**src/rtl/square_decode_if.sv**
```systemverilog
// square_decode_if: sample stream in, recovered tone measurements out
//   master drives enable/sample/sample_valid and observes the measurements
//   slave (the decoder) observes the stream and drives the measurements
interface square_decode_if;
  logic        enable;
  logic [15:0] sample;
  logic        sample_valid;
  logic [20:0] half_period;
  logic [15:0] volume;
  logic        meas_valid;
  logic        locked;
  logic        timeout;
  modport master (output enable, sample, sample_valid, input half_period, volume, meas_valid, locked, timeout);
  modport slave (input enable, sample, sample_valid, output half_period, volume, meas_valid, locked, timeout);
endinterface

```
**src/rtl/square_decode.sv**
```systemverilog
// square_decode: recovers half_period/volume of a square tone from a sample stream and flags lock
//   clk, rst (sync, active-low); bus: enable, sample, sample_valid in; half_period, volume,
//   meas_valid, locked, timeout out. SQUARE_DECODE_DEGLITCH_EN: edges need 3 persisting samples.
module square_decode #(
  parameter logic [15:0] THRESHOLD  = 16'd0,
  parameter logic [20:0] TIMEOUT    = 21'd1048575,
  parameter int          LOCK_COUNT = 2
) (
  input logic             clk,
  input logic             rst,
  square_decode_if.slave  bus
);
`ifdef SQUARE_DECODE_DEGLITCH_EN
  localparam logic [1:0] DG = 2'd3;
`else
  localparam logic [1:0] DG = 2'd1;
`endif
  localparam logic [3:0] LC = 4'(LOCK_COUNT);
  typedef enum logic [1:0] {IDLE, WAIT_EDGE, MEASURE} state_t;
  state_t      state_q, state_d;
  logic        prev_q, prev_d, have_q, have_d;
  logic [1:0]  pend_q, pend_d, cnt;
  logic [20:0] run_q, run_d, half_q, half_d, run_inc, meas_half;
  logic [15:0] peak_q, peak_d, ppk_q, ppk_d, vol_q, vol_d, pk_new;
  logic [3:0]  match_q, match_d;
  logic        mv_q, mv_d, lock_q, lock_d, to_q, to_d;
  logic        lvl, diff, edge_hit, tmo;
  assign lvl       = bus.sample > THRESHOLD;
  assign diff      = lvl != prev_q;
  // consecutive accepted samples disagreeing with the confirmed level
  assign cnt       = diff ? pend_q + 2'd1 : 2'd0;
  assign edge_hit  = bus.sample_valid && have_q && diff && cnt == DG;
  assign run_inc   = &run_q ? run_q : run_q + 21'd1;
  // pending samples were absorbed into the old run; hand them back to the new one
  assign meas_half = run_q - {19'd0, DG};
  assign pk_new    = lvl ? (bus.sample > ppk_q ? bus.sample : ppk_q) : 16'd0;
  assign tmo       = state_q == MEASURE && bus.sample_valid && !edge_hit && run_inc == TIMEOUT;
  always_ff @(posedge clk)
    state_q <= !rst ? IDLE : state_d;
  always_comb
    state_d = !bus.enable ? IDLE : state_q == IDLE ? WAIT_EDGE : edge_hit ? MEASURE : tmo ? WAIT_EDGE : state_q;
  always_comb begin
    prev_d  = prev_q;
    have_d  = have_q;
    pend_d  = pend_q;
    run_d   = run_q;
    peak_d  = peak_q;
    ppk_d   = ppk_q;
    half_d  = half_q;
    vol_d   = vol_q;
    match_d = match_q;
    lock_d  = lock_q;
    mv_d    = 1'b0;
    to_d    = 1'b0;
    if (!bus.enable || state_q == IDLE) begin
      run_d   = '0;
      match_d = '0;
      lock_d  = 1'b0;
      have_d  = 1'b0;
      pend_d  = '0;
      ppk_d   = '0;
    end else if (bus.sample_valid) begin
      have_d = 1'b1;
      if (!have_q) begin
        prev_d = lvl;
        pend_d = '0;
        ppk_d  = '0;
      end else if (edge_hit) begin
        prev_d = lvl;
        pend_d = '0;
        ppk_d  = '0;
        run_d  = {19'd0, DG};
        peak_d = pk_new;
        if (state_q == MEASURE) begin
          mv_d    = 1'b1;
          half_d  = meas_half;
          vol_d   = lvl ? vol_q : peak_q;
          match_d = meas_half == half_q ? (match_q == 4'd15 ? match_q : match_q + 4'd1) : 4'd1;
          lock_d  = match_d >= LC;
        end
      end else begin
        pend_d = cnt;
        ppk_d  = diff ? pk_new : 16'd0;
        if (state_q == MEASURE) begin
          run_d  = run_inc;
          peak_d = lvl && !diff && bus.sample > peak_q ? bus.sample : peak_q;
          if (tmo) begin
            to_d    = 1'b1;
            lock_d  = 1'b0;
            match_d = '0;
          end
        end
      end
    end
  end
  always_ff @(posedge clk)
    if (!rst) begin
      prev_q  <= 1'b0;
      have_q  <= 1'b0;
      pend_q  <= '0;
      run_q   <= '0;
      peak_q  <= '0;
      ppk_q   <= '0;
      half_q  <= '0;
      vol_q   <= '0;
      match_q <= '0;
      lock_q  <= 1'b0;
      mv_q    <= 1'b0;
      to_q    <= 1'b0;
    end else begin
      prev_q  <= prev_d;
      have_q  <= have_d;
      pend_q  <= pend_d;
      run_q   <= run_d;
      peak_q  <= peak_d;
      ppk_q   <= ppk_d;
      half_q  <= half_d;
      vol_q   <= vol_d;
      match_q <= match_d;
      lock_q  <= lock_d;
      mv_q    <= mv_d;
      to_q    <= to_d;
    end
  assign bus.half_period = half_q;
  assign bus.volume      = vol_q;
  assign bus.meas_valid  = mv_q;
  assign bus.locked      = lock_q;
  assign bus.timeout     = to_q;
endmodule
```
**src/flat_wrapper.sv**
```systemverilog
// flat-port wrapper written by rule: the top's interface ports become plain ports
module square_decode_flat 
#(
  parameter logic [15:0] THRESHOLD  = 16'd0,
  parameter logic [20:0] TIMEOUT    = 21'd1048575,
  parameter int          LOCK_COUNT = 2
)
  (clk, rst, bus_enable, bus_sample, bus_sample_valid, bus_half_period, bus_volume, bus_meas_valid, bus_locked, bus_timeout);
  square_decode_if bus_i ();
  input logic clk;
  input logic rst;
  input wire logic [$bits(bus_i.enable)-1:0] bus_enable;
  input wire logic [$bits(bus_i.sample)-1:0] bus_sample;
  input wire logic [$bits(bus_i.sample_valid)-1:0] bus_sample_valid;
  output wire logic [$bits(bus_i.half_period)-1:0] bus_half_period;
  output wire logic [$bits(bus_i.volume)-1:0] bus_volume;
  output wire logic [$bits(bus_i.meas_valid)-1:0] bus_meas_valid;
  output wire logic [$bits(bus_i.locked)-1:0] bus_locked;
  output wire logic [$bits(bus_i.timeout)-1:0] bus_timeout;
  assign bus_i.enable = bus_enable;
  assign bus_i.sample = bus_sample;
  assign bus_i.sample_valid = bus_sample_valid;
  assign bus_half_period = bus_i.half_period;
  assign bus_volume = bus_i.volume;
  assign bus_meas_valid = bus_i.meas_valid;
  assign bus_locked = bus_i.locked;
  assign bus_timeout = bus_i.timeout;
  square_decode #(.THRESHOLD(THRESHOLD), .TIMEOUT(TIMEOUT), .LOCK_COUNT(LOCK_COUNT)) u_core (.clk(clk), .rst(rst), .bus(bus_i));
endmodule
```
**config.mk**
```make
export PLATFORM = sky130hd
export DESIGN_NAME = square_decode_flat
export DESIGN_NICKNAME = d
export VERILOG_FILES = /design/src/rtl/square_decode_if.sv /design/src/rtl/square_decode.sv /design/src/flat_wrapper.sv
export SDC_FILE = /design/constraint.sdc
export NUM_CORES = 1
export LEC_CHECK = 0
export ABC_AREA = 1
export CAP_MARGIN = 25
export CORE_MARGIN = 5
export CORE_UTILIZATION = 25
export DETAILED_ROUTE_END_ITERATION = 7
export SYNTH_ARGS = -nofsm -noshare
export SYNTH_HDL_FRONTEND = slang
export SYNTH_SLANG_ARGS = --single-unit
```
**constraint.sdc**
```tcl
create_clock -name clk -period 6.26 [get_ports clk]
set_input_delay 0.939 -clock clk [delete_from_list [all_inputs] [get_ports clk]]
set_output_delay 0.939 -clock clk [all_outputs]
set_load 0.05 [all_outputs]
```
# Word level (Yosys, flattened, before mapping)
# Cells that the tools add are included.
dict set report op_classes {
  addsub 4
  n_lt_le_gt_ge 4
  eq_ne 7
  n_mux 31
  n_bitwise 8
  reduce_logical 29
}
# operator count
set op_table {}
lappend op_table {{$mux 16} 8}
lappend op_table {{$mux 21} 3}
lappend op_table {{$gt 16x16->1} 2}
lappend op_table {{$mux 4} 6}
lappend op_table {{$add 21x1->21 const B} 1}
lappend op_table {{$eq 21x20->1 const B} 1}
lappend op_table {{$eq 21x21->1} 1}
lappend op_table {{$reduce_and 21->1} 1}
lappend op_table {{$sub 21x1->21 const B} 1}
lappend op_table {{$gt 16x1->1 const B} 1}
lappend op_table {{$mux 2} 5}
lappend op_table {{$reduce_and 5->1} 2}
lappend op_table {{$mux 1} 9}
lappend op_table {{$logic_and 1x1->1} 8}
lappend op_table {{$not 1->1} 8}
lappend op_table {{$reduce_and 3->1} 2}
lappend op_table {{$reduce_and 6->1} 1}
lappend op_table {{$reduce_bool 2->1} 3}
lappend op_table {{$reduce_or 6->1} 1}
lappend op_table {{$reduce_or 5->1} 1}
lappend op_table {{$add 4x1->4 const B} 1}
lappend op_table {{$eq 4x4->1 const B} 1}
lappend op_table {{$ge 4x2->1 const B} 1}
lappend op_table {{$reduce_and 4->1} 1}
lappend op_table {{other kinds (12)} 14}
dict set report totals {
  reg_bits 103
  word_cells 97
}

# Logic depth before layout (Yosys ltp)
# Gate-level depths: netlist of run 1.
dict set report logic_depth {
  ltp_word 11
  ltp_mapped 18
}

# Worst setup path after synthesis of run 1
# No wires, ideal clock.
dict set report synth_timing {
  kind {input port to flip-flop}
  start {input bus_sample[11]}
  end {register u_core.vol_q[10] (netlist: u_core.bus.volume[10])}
  arrival_time_ns 3.316
  setup_slack_ns 2.874
  path_stages 15
  n_path_buf 2
  path_cell_list {inv_1 > nand3_1 > nor3_1 > nand2_1 > clkbuf_1 > ha_1 > nand3_1 > nor2_1 > inv_2 > nor4_4 > inv_2 > nor2_1 > clkbuf_1 > o21ai_0 > a21oi_1}
}
dict set report synth_via {
  elab_chain_len 6
  elab_cells_between_ends 8
  classes_between {1 x order compare; 2 x eq/ne; 1 x mux; 1 x bitwise; 3 x reduce/logical}
}
# element line_no
set synth_lines {}
lappend synth_lines {{start, declared} flat_wrapper.sv:13} ;# input wire logic [$bits(bus_i.sample)-1:0] bus_sample;
lappend synth_lines {{$gt 16x1->1 *} square_decode.sv:28} ;# assign lvl = bus.sample > THRESHOLD;
lappend synth_lines {{net u_core.lvl} square_decode.sv:27} ;# logic lvl, diff, edge_hit, tmo;
lappend synth_lines {{$ne 1x1->1} square_decode.sv:29} ;# assign diff = lvl != prev_q;
lappend synth_lines {{$mux 2} square_decode.sv:31} ;# assign cnt = diff ? pend_q + 2'd1 : 2'd0;
lappend synth_lines {{$eq 2x1->1} square_decode.sv:32} ;# assign edge_hit = bus.sample_valid && have_q && diff && cnt == DG;
lappend synth_lines {{$logic_and 1x1->1} square_decode.sv:32}
lappend synth_lines {{$reduce_and 6->1 (no source line) *} -}
lappend synth_lines {{end signal, assigned} square_decode.sv:118} ;# vol_q <= vol_d;
lappend synth_lines {{end, declared} square_decode.sv:24} ;# logic [15:0] peak_q, peak_d, ppk_q, ppk_d, vol_q, vol_d, pk_new;
# Mark *: on every way through the listed nets, which the timed path passes. The rest lies on a longest branch.
# A chain may end at the register's enable or synchronous reset.

# Worst setup path in the final report of run 1
dict set report layout_timing {
  start {input bus_sample[11]}
  end {register u_core.vol_q[2] (netlist: u_core.bus.volume[2])}
}
dict set report layout_via {
  elab_chain_len 6
  elab_cells_between_ends 8
  classes_between {1 x order compare; 2 x eq/ne; 1 x mux; 1 x bitwise; 3 x reduce/logical}
}
# element line_no
set layout_lines {}
lappend layout_lines {{$gt 16x1->1 *} square_decode.sv:28}
lappend layout_lines {{$ne 1x1->1} square_decode.sv:29}
lappend layout_lines {{$mux 2} square_decode.sv:31}
lappend layout_lines {{$eq 2x1->1} square_decode.sv:32}
lappend layout_lines {{$logic_and 1x1->1} square_decode.sv:32}
lappend layout_lines {{$reduce_and 6->1 (no source line) *} -}
# Mark *: on every way between the ends. The rest lies on a longest branch, timed or not.

==> impl_metrics.tcl, run 1 <==
set metrics [dict create \
    wl_mm 20.6 \
    powerDensity_nw_per_um2 168 \
    track_usage 0.134 \
    ys_dominant_reg_cell "dfxtp_1" \
    start_kind "input pin" \
    pin_count 60 \
    pwr-share-clk 0.444 \
    r2r_setup_slack_ps 2980 \
    portBuffers 59 \
    synthArstFlopShare 0 \
    cp-end-kind "register" \
    cts_buffers 9 \
    initialDrtViolationCount 518 \
    clkSinkCount 103 \
    max_stage_delay_ps 800 \
    drv_cap 0 \
    fill_cells 2934 \
    cts_setup_buffers 0 \
    relSlewSlack 0.335 \
    drive_gt1_frac 0.0423 \
    yosysTopAreaCell "dfxtp_1" \
    ys_types 38 \
    rsz0062_at_grt "no" \
    synthTopCellsByArea "dfxtp_1 30%, nand2_1 16%, a21oi_1 8.2%" \
    fin_ws_ps 1400 \
    critPathKind "in -> reg" \
    cts_root_buffer "clkbuf_16" \
    hold_path_class "reg -> reg" \
    routedWlPerCell_um 14.2 \
    hold_buffers 0 \
    crit_path_top_delay_cell "nor2_2" \
    vias_per_cell 4.79 \
    cp_top_family "buffers and inverters" \
    worstPathArrival_ps 5160 \
    fmax_mhz 206 \
    postSynthCellCount 1079 \
    pwr-share-seq 0.490 \
    yosys_register_bits 103 \
    p_leak_nw 3.21 \
    synth.top_cell.area_share 0.305 \
    synth_edf_count 0 \
    power_frac_comb 0.065 \
    fin_crit_sh 0.776 \
    drtPass1Iterations 5 \
    hpwl_mm 15.4 \
    yosysMostFrequentCell "nand2_1" \
    peakVddDrop_mv 0.112 \
    final_hold_viol_count 0 \
    syn-num-nets 1135 \
    vias 6960 \
    cts-htree-levels 3 \
    drv_slew 0 \
    antennaDiodeCount 0 \
    antenna_found_initial 0 \
    place_ws_ps 1030 \
    grt-ovfl-total 0 \
    crit_path_cell_trace "clkdlybuf4s50_1 > inv_1 > nand3_1 > nor3_1 > nand2_1 > buf_4 > ha_1 > nand3_1 > nor2_2 > buf_4 > inv_2 > nor4_4 > buf_4 > inv_2 > nor2_2 > o21ai_0 > a21oi_1" \
    status "completed" \
    ys_top_cells_by_count "285 x nand2_1, 132 x inv_1, 111 x a21oi_1" \
    core.rowCount 60 \
    reg2regPathDepth 11 \
    grt_pass1_vias 6508 \
    nets 1162 \
    clk_pin_slew_worst_paths_ps 80 \
    p_sw_mw 0.362 \
    worstHoldPathCells 2 \
    die_y_um 175 \
    ant_nets 0 \
    start_util 0.253 \
    required_ps 6560 \
    die_x_um 175 \
    core_area_um2 26800 \
    postCtsResizedCells 0 \
    gp_congestion 0.906 \
    area_growth_pct 17.3 \
    tns_ps 0 \
    cp_max_fo 39 \
    switching_share 0.271 \
    clockBufferDepth 2 \
    grt_pass1_wl_mm 33.6 \
    ys_warn_count 0 \
    clk_latency_ps 380 \
    cts_tree "built" \
    setup_viol 0 \
    grt_max_degree 49 \
    die_area_um2 30500 \
    synth.yosys.seq_area_share 0.305 \
    p_int_mw 0.975 \
    period_minus_slack_ps 4860 \
    critPathBufInv 7 \
    cp.depth 17 \
    crit_top_cell "buf_4" \
    synth_area_per_cell_um2 6.27 \
    syn_area_um2 6770 \
    drc_errors 0 \
    skew_ps 17.0 \
    worstMarginPinSlew_ps 996 \
]
==> final cells by class <==
type | instances | area [um2] | share of cell area
Multi-Input combinational cell | 790 | 3990 | 0.502
Sequential cell | 103 | 2060 | 0.260
Timing Repair Buffer | 65 | 638 | 0.0804
Inverter | 137 | 517 | 0.0651
Tap cell | 341 | 427 | 0.0538
Clock buffer | 9 | 225 | 0.0284
Clock inverter | 7 | 81.3 | 0.0102
==> stage by stage <==
stage          total power [mW]  instances  area (um2)  utilization  hold slack (ps)
2_1_floorplan             0.724       1079        6770            -              440
3_3_place_gp              0.756       1435        7610        0.284              453
3_5_place_dp              0.757       1436        7630        0.285              455
4_1_cts                    1.35       1452        7940        0.296              468
5_1_grt                    1.39       1452        7940        0.296              490
6_report                   1.34       1452        7940        0.296              467
==> flip-flops by register name, summed over array words and instances (netlist names), 2 cells and up <==
signal                  flops
u_core.pend_q               2
u_core.bus.volume          16
u_core.peak_q              16
u_core.match_q              4
u_core.bus.half_period     21
u_core.run_q               21
u_core.ppk_q               16
u_core.state_q              2
==> cell usage in the layout, fill, tap and decap left out, drive strengths merged, types with 2 or more instances in the layout <==
cell type / synthesis / layout
ha: 36 / 36
clkinv: 1 / 3
nand2: 289 / 289
xor2: 15 / 15
buf: 16 / 7
o31ai: 2 / 2
inv: 136 / 141
nor2: 116 / 116
clkdlybuf4s50: 0 / 58
a211oi: 4 / 4
o211ai: 5 / 5
o21ai: 51 / 51
clkbuf: 33 / 9
nand3: 84 / 84
a21oi: 111 / 111
nand4: 48 / 48
nand3b: 4 / 4
dfxtp: 103 / 103
nor3: 12 / 12
a31oi: 5 / 5
==> power by group through the flow <==
stage	clock (mW)	combinational (mW)	sequential, mW
after floorplan	0	0.0526	0.671
after global placement	0	0.0848	0.671
after detailed placement	0	0.0862	0.671
after CTS	0.608	0.0864	0.656
after global routing	0.635	0.0974	0.656
final	0.594	0.0872	0.656
==> cells by family after synthesis <==
logic type / Yosys count / synth area share
AOI/OAI and AO/OA: 182 / 0.143
and+or+nand+nor: 556 / 0.358
DFF: 103 / 0.305
adders and majority gates: 36 / 0.0666
buffers and inverters: 186 / 0.108
xor gates and xnor gates: 16 / 0.0207
==> worst paths after layout <==
check	from	end
min reg2reg	u_core.ppk_q[1]	u_core.ppk_q[1]
max reg2reg	u_core.prev_q	u_core.bus.volume[2]
min	u_core.ppk_q[1]	u_core.ppk_q[1]
max	bus_sample[11]	u_core.bus.volume[2]
==> tightest hold or removal path, cell delays in order, from the launching register on <==
cell and delay [ps]:
dfxtp_1 310, nand2_1 60, a21oi_1 50
==> layer usage <==
layer  vias up  share of wire  global-route usage  wire, um
met2       198           0.47               0.227      9700
met4         0          0.017              0.0354       344
met3        24          0.063              0.0318      1290
li1       3575              -                   -         -
met1      3163           0.45               0.170      9240
met5         -              0                   0         0
No activity file was read; power rests on OpenSTA's default activity.
==> inputs of run 2 (changes only) <==
==> constraint.sdc (replaced) <==
create_clock -name clk -period 4.1 [get_ports clk]
set_input_delay 0.615 -clock clk [delete_from_list [all_inputs] [get_ports clk]]
set_output_delay 0.615 -clock clk [all_outputs]
set_load 0.05 [all_outputs]
==> impl_metrics.tcl, run 2 (synthesis gave the netlist of run 1 again) <==
set metrics [dict create \
    status "completed" \
    grt-ovfl-total 0 \
    grtUsageMet2 0.225 \
    drv_cap 0 \
    antenna_found_initial 0 \
    cts_setup_buffers 0 \
    vias 6929 \
    area_growth_pct 18.0 \
    cts_buffers 9 \
    cp_max_fo 32 \
    crit_path_cell_trace "clkdlybuf4s50_1 > inv_1 > nand3_1 > nor3_1 > nand2_1 > ha_1 > nand3_1 > nor2_2 > inv_2 > nor4_4 > inv_2 > nor2_2 > buf_4 > o21ai_0 > a21oi_1" \
    grt_max_degree 48 \
    cp-endpoint "u_core.bus.volume[4]" \
    skew_ps 11.8 \
    clockBufferDepth 2 \
    hold_buffers 0 \
    r2r_setup_slack_ps 1000 \
    die_x_um 175 \
    peakVddDrop_mv 0.185 \
    relSlewSlack 0.418 \
    r2r-start "u_core.run_q[0]" \
    crit_start "bus_sample[11]" \
    die_y_um 175 \
    period_minus_slack_ps 3470 \
    hold_path_class "reg -> reg" \
    mostFrequentLayoutCells "285 x nand2_1, 132 x inv_1, 111 x a21oi_1" \
    worstMarginPinSlew_ps 871 \
    start_kind "input pin" \
    rsz0062_at_grt "no" \
    setup_viol 0 \
    wl_mm 20.5 \
    grtUsageMet1 0.168 \
    holdWs_ps 466 \
    fin_cells 1458 \
    place_ws_ps 280 \
    r2r-end "u_core.bus.locked" \
    powerDensity_nw_per_um2 260 \
    grtUsageMet3 0.0289 \
    max_stage_delay_ps 480 \
    core_area_um2 26800 \
    initialDrtViolationCount 446 \
    die_area_um2 30500 \
    grt_pass1_wl_mm 33.0 \
    drv_slew 0 \
    postCtsResizedCells 0 \
    core.rowCount 60 \
    cp-end-kind "register" \
    clk_pin_slew_worst_paths_ps 80 \
    dp.cells 1442 \
    clkSinkCount 103 \
    nets 1168 \
    worstPathArrival_ps 3760 \
    critPathKind "in -> reg" \
    fmax_mhz 288 \
    reg2regPathDepth 14 \
    critPathBufInv 5 \
    ant_nets 0 \
    cp.depth 15 \
    clk_latency_ps 360 \
    p_leak_nw 3.24 \
    gp_congestion 0.874 \
    portBuffers 59 \
    required_ps 4390 \
    track_usage 0.131 \
    cts_tree "built" \
    crit_path_top_delay_cell "clkdlybuf4s50_1" \
    cts-htree-levels 3 \
    drc_errors 0 \
    cp_top_family "simple AND/OR/NAND/NOR gates" \
    fin_ws_ps 630 \
    drtPass1Iterations 5 \
    final_hold_viol_count 0 \
    antennaDiodeCount 0 \
    placed_cell_area_um2 7660 \
    start_util 0.253 \
    cts_root_buffer "clkbuf_16" \
    fin_crit_sh 0.846 \
    mostFrequentLayoutCell "nand2_1" \
    grt-busiest-layer "met2" \
    hpwl_mm 15.3 \
    fin_util 0.298 \
    drive_gt1_frac 0.0466 \
    vias_per_cell 4.75 \
    tns_ps 0 \
    pin_count 60 \
    total_power_mw 2.07 \
    grt_pass1_vias 6399 \
    routedWlPerCell_um 14.1 \
    fin_area_um2 7980 \
]
-- run 2: routing by layer --
metal	up-vias	wire length (um)
li1	3595	-
met1	3125	9240
met2	187	9780
met3	22	1240
met4	0	282
met5	-	0
-- run 2: worst register-to-register path: stages, from the launching register on --
cell and delay [ps]:
dfxtp_1 610, ha_1 310, nand2_2 110, nor2_4 140, nand2_2 120, nor2_4 150, nand3_2 370, nand2_1 280
nand2_1 100, nor2_1 90, nand2_1 80, nor2_2 100, nand4_1 230, nand3_1 170, a21oi_1 80
-- run 2: how the worst min path moves through the flow --
stage | from | endpoint | slack [ps] | cells past startpoint
2_1_floorplan | u_core.state_q[1] | u_core.state_q[1] | 440 | 2
3_3_place_gp | u_core.pend_q[1] | u_core.pend_q[1] | 450 | 2
3_5_place_dp | u_core.state_q[1] | u_core.state_q[1] | 460 | 2
4_1_cts | u_core.state_q[1] | u_core.state_q[1] | 470 | 2
5_1_grt | u_core.ppk_q[6] | u_core.ppk_q[6] | 480 | 2
6_report | u_core.ppk_q[6] | u_core.ppk_q[6] | 470 | 2
-- run 2: area by class of cell --
cell class,instances,area [um2]
inverters,137,517
fillers,2901,18800
well taps,341,427
flip-flops and latches,103,2060
multi-input cells,790,3980
clock inverters,7,95.1
repair buffers,71,676
clock buffers,9,225
-- run 2: where the power goes --
part | switching (mW) | internal (mW) | total, mW | leakage (nW)
sequential | 0.000704 | 1.00 | 1.00 | 0.829
clock | 0.442 | 0.495 | 0.937 | 0.158
combinational | 0.0848 | 0.0496 | 0.134 | 2.25
total | 0.527 | 1.54 | 2.07 | 3.24
==> inputs of run 3 (changes only) <==
==> constraint.sdc (replaced) <==
create_clock -name clk -period 3.5 [get_ports clk]
set_input_delay 0.525 -clock clk [delete_from_list [all_inputs] [get_ports clk]]
set_output_delay 0.525 -clock clk [all_outputs]
set_load 0.05 [all_outputs]
==> impl_metrics.tcl, run 3 (synthesis gave the netlist of run 1 again) <==
set metrics [dict create \
    status "completed" \
    ant_nets 0 \
    routedWlPerCell_um 14.1 \
    vias_per_cell 4.80 \
    start_util 0.253 \
    mostFrequentLayoutCells "285 x nand2_1, 132 x inv_1, 111 x a21oi_1" \
    clk_latency_ps 360 \
    drc_errors 0 \
    die_y_um 175 \
    worstMarginPinSlew_ps 860 \
    track_usage 0.136 \
    hpwl_mm 15.5 \
    cts-htree-levels 3 \
    grt_max_degree 48 \
    worstPathArrival_ps 3130 \
    critPathKind "in -> reg" \
    pin_count 60 \
    tns_ps 0 \
    die_area_um2 30500 \
    clkSinkCount 103 \
    portBuffers 59 \
    cts_tree "built" \
    peakVddDrop_mv 0.205 \
    start_kind "input pin" \
    p_leak_nw 3.28 \
    total_power_mw 2.44 \
    nets 1176 \
    hold_path_class "reg -> reg" \
    rsz0062_at_grt "no" \
    gp_congestion 0.916 \
    fill_cells 2938 \
    drive_gt1_frac 0.0533 \
    fmax_mhz 343 \
    grt_pass1_vias 6731 \
    relSlewSlack 0.426 \
    clk_pin_slew_worst_paths_ps 70 \
    drv_cap 0 \
    core_area_um2 26800 \
    wl_mm 20.7 \
    vias 7042 \
    drv_slew 0 \
    cts_root_buffer "clkbuf_16" \
    fin_cells 1467 \
    cp_max_fo 5 \
    cts_buffers 9 \
    required_ps 3710 \
    core.rowCount 60 \
    cts_setup_buffers 0 \
    grt_pass1_wl_mm 34.5 \
    setup_viol 0 \
    die_x_um 175 \
    antenna_found_initial 1 \
    powerDensity_nw_per_um2 303 \
    postCtsResizedCells 0 \
    fin_crit_sh 0.834 \
    hold_buffers 0 \
    skew_ps 10.3 \
    area_growth_pct 19.0 \
    cp-end-kind "register" \
    dp.cells 1450 \
    initialDrtViolationCount 530 \
    clockBufferDepth 2 \
    period_minus_slack_ps 2920 \
    drtPass1Iterations 6 \
    fin_util 0.301 \
    grt-ovfl-total 0 \
    mostFrequentLayoutCell "nand2_1" \
    final_hold_viol_count 0 \
]
-- run 3: cell types whose count changed in the layout (fill, tap and decap cells not counted) --
cell / previous run / this run
inv_6: 3 / 2
clkbuf_8: 0 / 1
inv_8: 2 / 1
diode_2: 0 / 1
buf_4: 12 / 19
clkinv_4: 0 / 2
buf_12: 0 / 1
clkinv_8: 1 / 0
-- run 3: worst paths after layout --
kind	start	end	slack, ps	depth (start not counted)
min	u_core.state_q[1]	u_core.state_q[1]	460	2
min reg2reg	u_core.state_q[1]	u_core.state_q[1]	460	2
max	bus_sample[11]	u_core.match_q[0]	580	17
max reg2reg	u_core.run_q[0]	u_core.bus.timeout	750	14
-- run 3: power by group --
| group | internal [mW] | leakage [nW] | switching, mW |
|---|---|---|---|
| Sequential | 1.17 | 0.829 | 0.000775 |
| Combinational | 0.0610 | 2.29 | 0.102 |
| Clock | 0.589 | 0.156 | 0.514 |
-- run 3: cell type report --
class / count / area (um2) / share of cell area
sequential: 103 / 2060 / 0.256
inverter: 137 / 517 / 0.0642
antenna: 1 / 2.50 / 0.000311
clock inverter: 6 / 76.3 / 0.00948
tap: 341 / 427 / 0.0530
clock buffer: 10 / 239 / 0.0297
multi-input combinational: 790 / 3980 / 0.494
timing repair buffer: 79 / 748 / 0.0929
-- run 3: metal layers --
metal,wire [um],GRT usage,up-vias
met4,407,0.0363,0
li1,-,-,3612
met2,9960,0.233,143
met3,932,0.0294,32
met5,0,0,-
met1,9400,0.173,3255
-- run 3: stage by stage --
stage	worst slack, ps	hold slack [ps]	cell area, um2
after floorplan	528	440	6770
after global placement	226	453	7740
after detailed placement	194	458	7740
after CTS	564	469	8050
after global routing	243	501	8050
final	580	464	8050
-- run 3: worst max-delay path, stage by stage --
cell and delay, ps:
clkdlybuf4s50_1 450, inv_1 140, nand3_1 90, nor3_1 200, buf_4 150, nand2_1 60
ha_1 280, nand3_1 120, nor2_2 70, nor3_1 180, nand3_1 110, nor2_1 110
nand3_1 70, nor2_1 140, nand4_1 220, nand3_1 140, a21oi_1 70
==> variant 1: new RTL, settings of run 1 <==
The 3 states of `state_t` get a one-hot encoding in 3 bits.
--- a/src/rtl/square_decode.sv
+++ b/src/rtl/square_decode.sv
@@ -16,7 +16,7 @@
   localparam logic [1:0] DG = 2'd1;
 `endif
   localparam logic [3:0] LC = 4'(LOCK_COUNT);
-  typedef enum logic [1:0] {IDLE, WAIT_EDGE, MEASURE} state_t;
+  typedef enum logic [2:0] {IDLE = 3'b001, WAIT_EDGE = 3'b010, MEASURE = 3'b100} state_t;
   state_t      state_q, state_d;
   logic        prev_q, prev_d, have_q, have_d;
   logic [1:0]  pend_q, pend_d, cnt;
Function: same outputs for any inputs over 4 cycles, from zero or initial values and one cycle with rst low; so few cycles prove little.
==> variant 1 against run 1 <==
Synthesized area is 5.2% higher. Sequential power increased by 1%. Worst setup slack gained 0.56 ns. Cell area increased by 4.4%. Final cell count is 4.0% higher. Sequential cell count grew 1. Total power fell by 1.0%. Wire length is 1.7% higher. Die area is 4.9% higher. Largest power group unchanged.
==> variant 1: results (changes against run 1) <==
* Status: finished clean (unchanged)
* Routed WL at 20900 microns (was 20600 microns)
* Antenna violations before repair at 1 (was 0)
* Clock root cell: clkbuf_16 (unchanged)
* Vias in the first global route at 6624 (was 6508)
* Max_slew headroom at 0.438 (was 0.335)
* Router iterations before antenna repair at 5 (unchanged)
* CTS Hold Bufs at 0 (unchanged)
* First-pass GRT wire length at 34000 microns (was 33600 microns)
* Clock skew at 0.0120 ns (was 0.0170 ns)
* Antenna diode count at 0 (unchanged)
* Max Used Layer: met5 (was met4)
* Post-cts resize count at 0 (unchanged)
* Peak supply drop at 109 uV (was 112 uV)
* Sw frac at 0.261 (was 0.271)
* Share of post-route cells with drive strength above 1 at 0.0742 (was 0.0423)
* Worst-skew pair later-pin latency at roughly 0.37 ns
* GP Congestion at 0.889 (was 0.906)
* Port-buffer cells at 59 (unchanged)
* Nets@finish at 1183 (was 1162)
* P_leak at 3.30 nW (was 3.21 nW)
* Vias/cell at 4.62 (was 4.79)
* Hold WC Path Type: flop to flop (unchanged)
* Synth cell count leaders: nand2_1, nor2_1, a21oi_1, inv_1, dfxtp_1 (was nand2_1, inv_1, a21oi_1, nor2_1, dfxtp_1)
* Setup Fix Bufs, Post-CTS at 0 (unchanged)
* Total track usage at 0.132 (was 0.134)
* Dominant cells by area after synthesis: dfxtp_1, nand2_1, a21oi_1 (unchanged)
* Total CTS buffers at 9 (unchanged)
* Met1 WL at 9850 microns (was 9240 microns)
* Post-synth ARST share at 0 (unchanged)
* HPWL after detailed placement at 15900 microns (was 15400 microns)
* Crit path DAT at 4.59 ns (was 5.16 ns)
* Yosys warns at 0 (unchanged)
* Routed wl met2 at 9660 microns (was 9700 microns)
* Met3 Wirelength at 1080 microns (was 1290 microns)
* H-tree levels at 3 (unchanged)
* Clock buffer depth at 2 (unchanged)
* Sum Neg Setup Slack at 0 ns (unchanged)
* Setup WS pre-CTS at 1.38 ns (was 1.03 ns)
* Share of the yosys chip area belonging to registers at 0.292 (was 0.305)
* Worst-path clk slew at roughly 0.070 ns
* R2R depth at 11 (unchanged)
* Hold depth at 2 (unchanged)
* Crit-path max FO at 25 (was 39)
* Largest net degree at the start of global routing at 47 (was 49)
* Detailed Route Iter0 Violations at 519 (was 518)
* Distinct cells, synth at 44 (was 38)
variant 1: changes by cell type after synthesis, sizes merged, moves of 4 or more:
cell           run 1  this run
a21oi            111       119
buf               16        26
clkbuf            33        25
inv              136       125
nand3             84        63
nand3b             4        40
nand4             48        18
nor2             116       143
xor2              15        11
variant 1: final timing paths:
| check | from | to | slack (ns) |
|---|---|---|---|
| worst max-delay path | bus_sample[5] | u_core.bus.volume[4] | 1.96 |
| worst min-delay path | u_core.state_q[2] | u_core.state_q[2] | 0.47 |
| worst max register to register | u_core.prev_q | u_core.bus.volume[4] | 3.47 |
| worst min register to register | u_core.state_q[2] | u_core.state_q[2] | 0.47 |
variant 1: kinds of logic (layout without fill, tap and decap cells):
family                   Yosys count  in the layout  synth area share
AO/OA/AOI/OAI                    189            189             0.141
AND/OR/NAND/NOR                  577            577             0.379
XOR/XNOR                          14             14            0.0172
multiplexers                       1              1           0.00141
flip-flops                       104            104             0.292
adder cells (fa/ha/maj)           36             36            0.0633
buffers and inverters            178            211             0.105
variant 1: critical path, stage by stage:
cell             delay [ns]
clkdlybuf4s50_1        0.49
inv_1                  0.12
nand4_1                0.16
nor4_4                 0.34
inv_1                  0.11
ha_1                   0.28
inv_1                  0.05
nor2_1                 0.09
nand2_1                0.23
nor3_2                 0.25
buf_4                  0.29
inv_2                  0.20
nor2_2                 0.52
buf_6                  0.25
o21ai_0                0.08
a21oi_1                0.15
variant 1: power by group through the flow:
stage                     Sequential, W  Combinational [W]  Clock, W
after CTS                      0.000663          0.0000987  0.000575
after global placement         0.000679          0.0000957         0
after global routing           0.000664           0.000112  0.000598
final                          0.000663          0.0000988  0.000561
after detailed placement       0.000679          0.0000980         0
after floorplan                0.000679          0.0000619         0
variant 1: cell type report:
class | instances | area (sq um)
clock buffers | 10 | 229
clock inverters | 6 | 50.0
fillers | 3114 | 19600
inverters | 127 | 483
multi-input cells | 817 | 4290
flip-flops and latches | 104 | 2080
well taps | 378 | 473
repair buffers | 68 | 677
variant 1: through the flow:
stage / cell area (sq um) / cells / utilization
detailed placement: 7980 / 1492 / 0.286
floorplan: 7120 / 1099 / -
global route: 8290 / 1510 / 0.297
global placement: 7970 / 1491 / 0.285
finish: 8290 / 1510 / 0.297
CTS: 8260 / 1508 / 0.296
variant 1: per-layer routing:
layer  vias to the layer above  global-route usage
li1                       3620                   -
met1                      3180               0.173
met3                        30              0.0302
met4                         2              0.0329
met5                         -                   0
met2                       146               0.221
==> variant 2: new RTL, settings of run 1 <==
Made on the original files. The option `SQUARE_DECODE_DEGLITCH_EN` is turned on by a define.
--- a/src/rtl/square_decode.sv
+++ b/src/rtl/square_decode.sv
@@ -1,6 +1,8 @@
 // square_decode: recovers half_period/volume of a square tone from a sample stream and flags lock
 //   clk, rst (sync, active-low); bus: enable, sample, sample_valid in; half_period, volume,
 //   meas_valid, locked, timeout out. SQUARE_DECODE_DEGLITCH_EN: edges need 3 persisting samples.
+`define SQUARE_DECODE_DEGLITCH_EN
+
 module square_decode #(
   parameter logic [15:0] THRESHOLD  = 16'd0,
   parameter logic [20:0] TIMEOUT    = 21'd1048575,
Function: no difference found for any inputs over 4 cycles, from zero or initial values and one cycle with rst low; that may be too few to reach the edited logic, so the function may still have changed.
==> variant 2 against run 1 <==
Combinational power hardly changed. Synthesized area rose by 0.28%. Sequential cell count unchanged. Total power grew 4.5%. Clock power is 10% higher. Cell area is 0.82% higher. Worst setup slack gained 0.60 ns. Die area is 0.26% higher. Wire length rose by 0.87%. Critical path type unchanged.
==> variant 2: results (changes against run 1) <==
* Sequential share of power at 0.469 (was 0.490)
* Met1 usage in global routing at 0.177 (was 0.170)
* Status: finished clean (unchanged)
* P_sw at 0.000311 W (was 0.000362 W)
* Multi-input gate area at 4010 sq um (was 3990 sq um)
* Period minus WS final at 4.26 ns (was 4.86 ns)
* Share of post-route cells with drive strength above 1 at 0.0414 (was 0.0423)
* Met1 WL at 9420 microns (was 9240 microns)
* GP Congestion at 0.908 (was 0.906)
* Filler Cells Inserted at 2958 (was 2934)
* Detailed Route Iter0 Violations at 542 (was 518)
* Worst-skew pair later-pin latency at 0.36 ns (was 0.38 ns)
* Crit path DAT at 4.55 ns (was 5.16 ns)
* Max_slew headroom at 0.325 (was 0.335)
* Total track usage at 0.134 (about the same)
* P_leak at 3.31 nW (was 3.21 nW)
* RR Startpoint: u_core.run_q[0] (was u_core.prev_q)
* Cell count after placement at 1435 (was 1436)
* Crit path launch: bus_sample[15] (was bus_sample[11])
* Peak supply drop at 96.4 uV (was 112 uV)
* Non-CTS buffers at 67 (was 65)
* Reg-to-reg endpoint: u_core.match_q[0] (was u_core.bus.volume[2])
* Met3 Usage GRT at 0.0270 (was 0.0318)
* Vias/cell at 4.83 (was 4.79)
* Register-to-register setup slack at 3.06 ns (was 2.98 ns)
* Clock skew at 0.0148 ns (was 0.0170 ns)
* Signal buf overhead at 0.0816 (was 0.0804)
* Clock-cell share of area at 0.0428 (was 0.0386)
* Synth Net Count at 1131 (was 1135)
* Routed wl met2 at 9770 microns (was 9700 microns)
* Syn avg cell area at 6.31 sq um (was 6.27 sq um)
* Synth cell count leaders: nand2_1, inv_1, nor2_1, a21oi_1, dfxtp_1 (was nand2_1, inv_1, a21oi_1, nor2_1, dfxtp_1)
* Clock Buffer Count at 10 (was 9)
* Post-cts resize count at 0 (unchanged)
* Met3 Wirelength at 1160 microns (was 1290 microns)
* Hold_sp: u_core.prev_q (was u_core.ppk_q[1])
* Setup crit end: u_core.bus.volume[12] (was u_core.bus.volume[2])
* Area after DPL at 7640 sq um (was 7630 sq um)
* Dominant cells by area after synthesis: dfxtp_1, nand2_1, a21oi_1 (unchanged)
* Share of the yosys chip area belonging to registers at 0.304 (was 0.305)
* Vias at 7015 (was 6960)
* Vias in the first global route at 6494 (was 6508)
* Crit-path max FO at 32 (was 39)
* First-pass GRT wire length at 33600 microns (about the same)
* Clock group at 0.000654 W (was 0.000594 W)
* Power Dens Cells at 175 nW/um^2 (was 168 nW/um^2)
==> variant 2: cell count changes after synthesis, moves of 3 or more <==
cell,change
nand3_1,-8
nand2_1,+6
nor2_1,+6
nand4_1,-5
o21ai_0,-4
a31oi_1,-3
clkbuf_1,-3
inv_1,-3
xor2_1,+3
==> variant 2: worst min path at each step <==
stage / cells after the start / endpoint / slack (ns)
final: 2 / u_core.prev_q / 0.46
after global routing: 2 / u_core.prev_q / 0.47
after global placement: 2 / u_core.prev_q / 0.45
after CTS: 2 / u_core.prev_q / 0.46
after floorplan: 2 / u_core.prev_q / 0.43
after detailed placement: 2 / u_core.prev_q / 0.45
==> variant 2: kinds of logic after synthesis <==
logic type / count (synthesis) / synth area share
and+or+nand+nor: 558 / 0.357
buffers and inverters: 183 / 0.105
AOI/OAI and AO/OA: 175 / 0.137
DFF: 103 / 0.304
adders and majority gates: 35 / 0.0645
xor gates and xnor gates: 22 / 0.0324
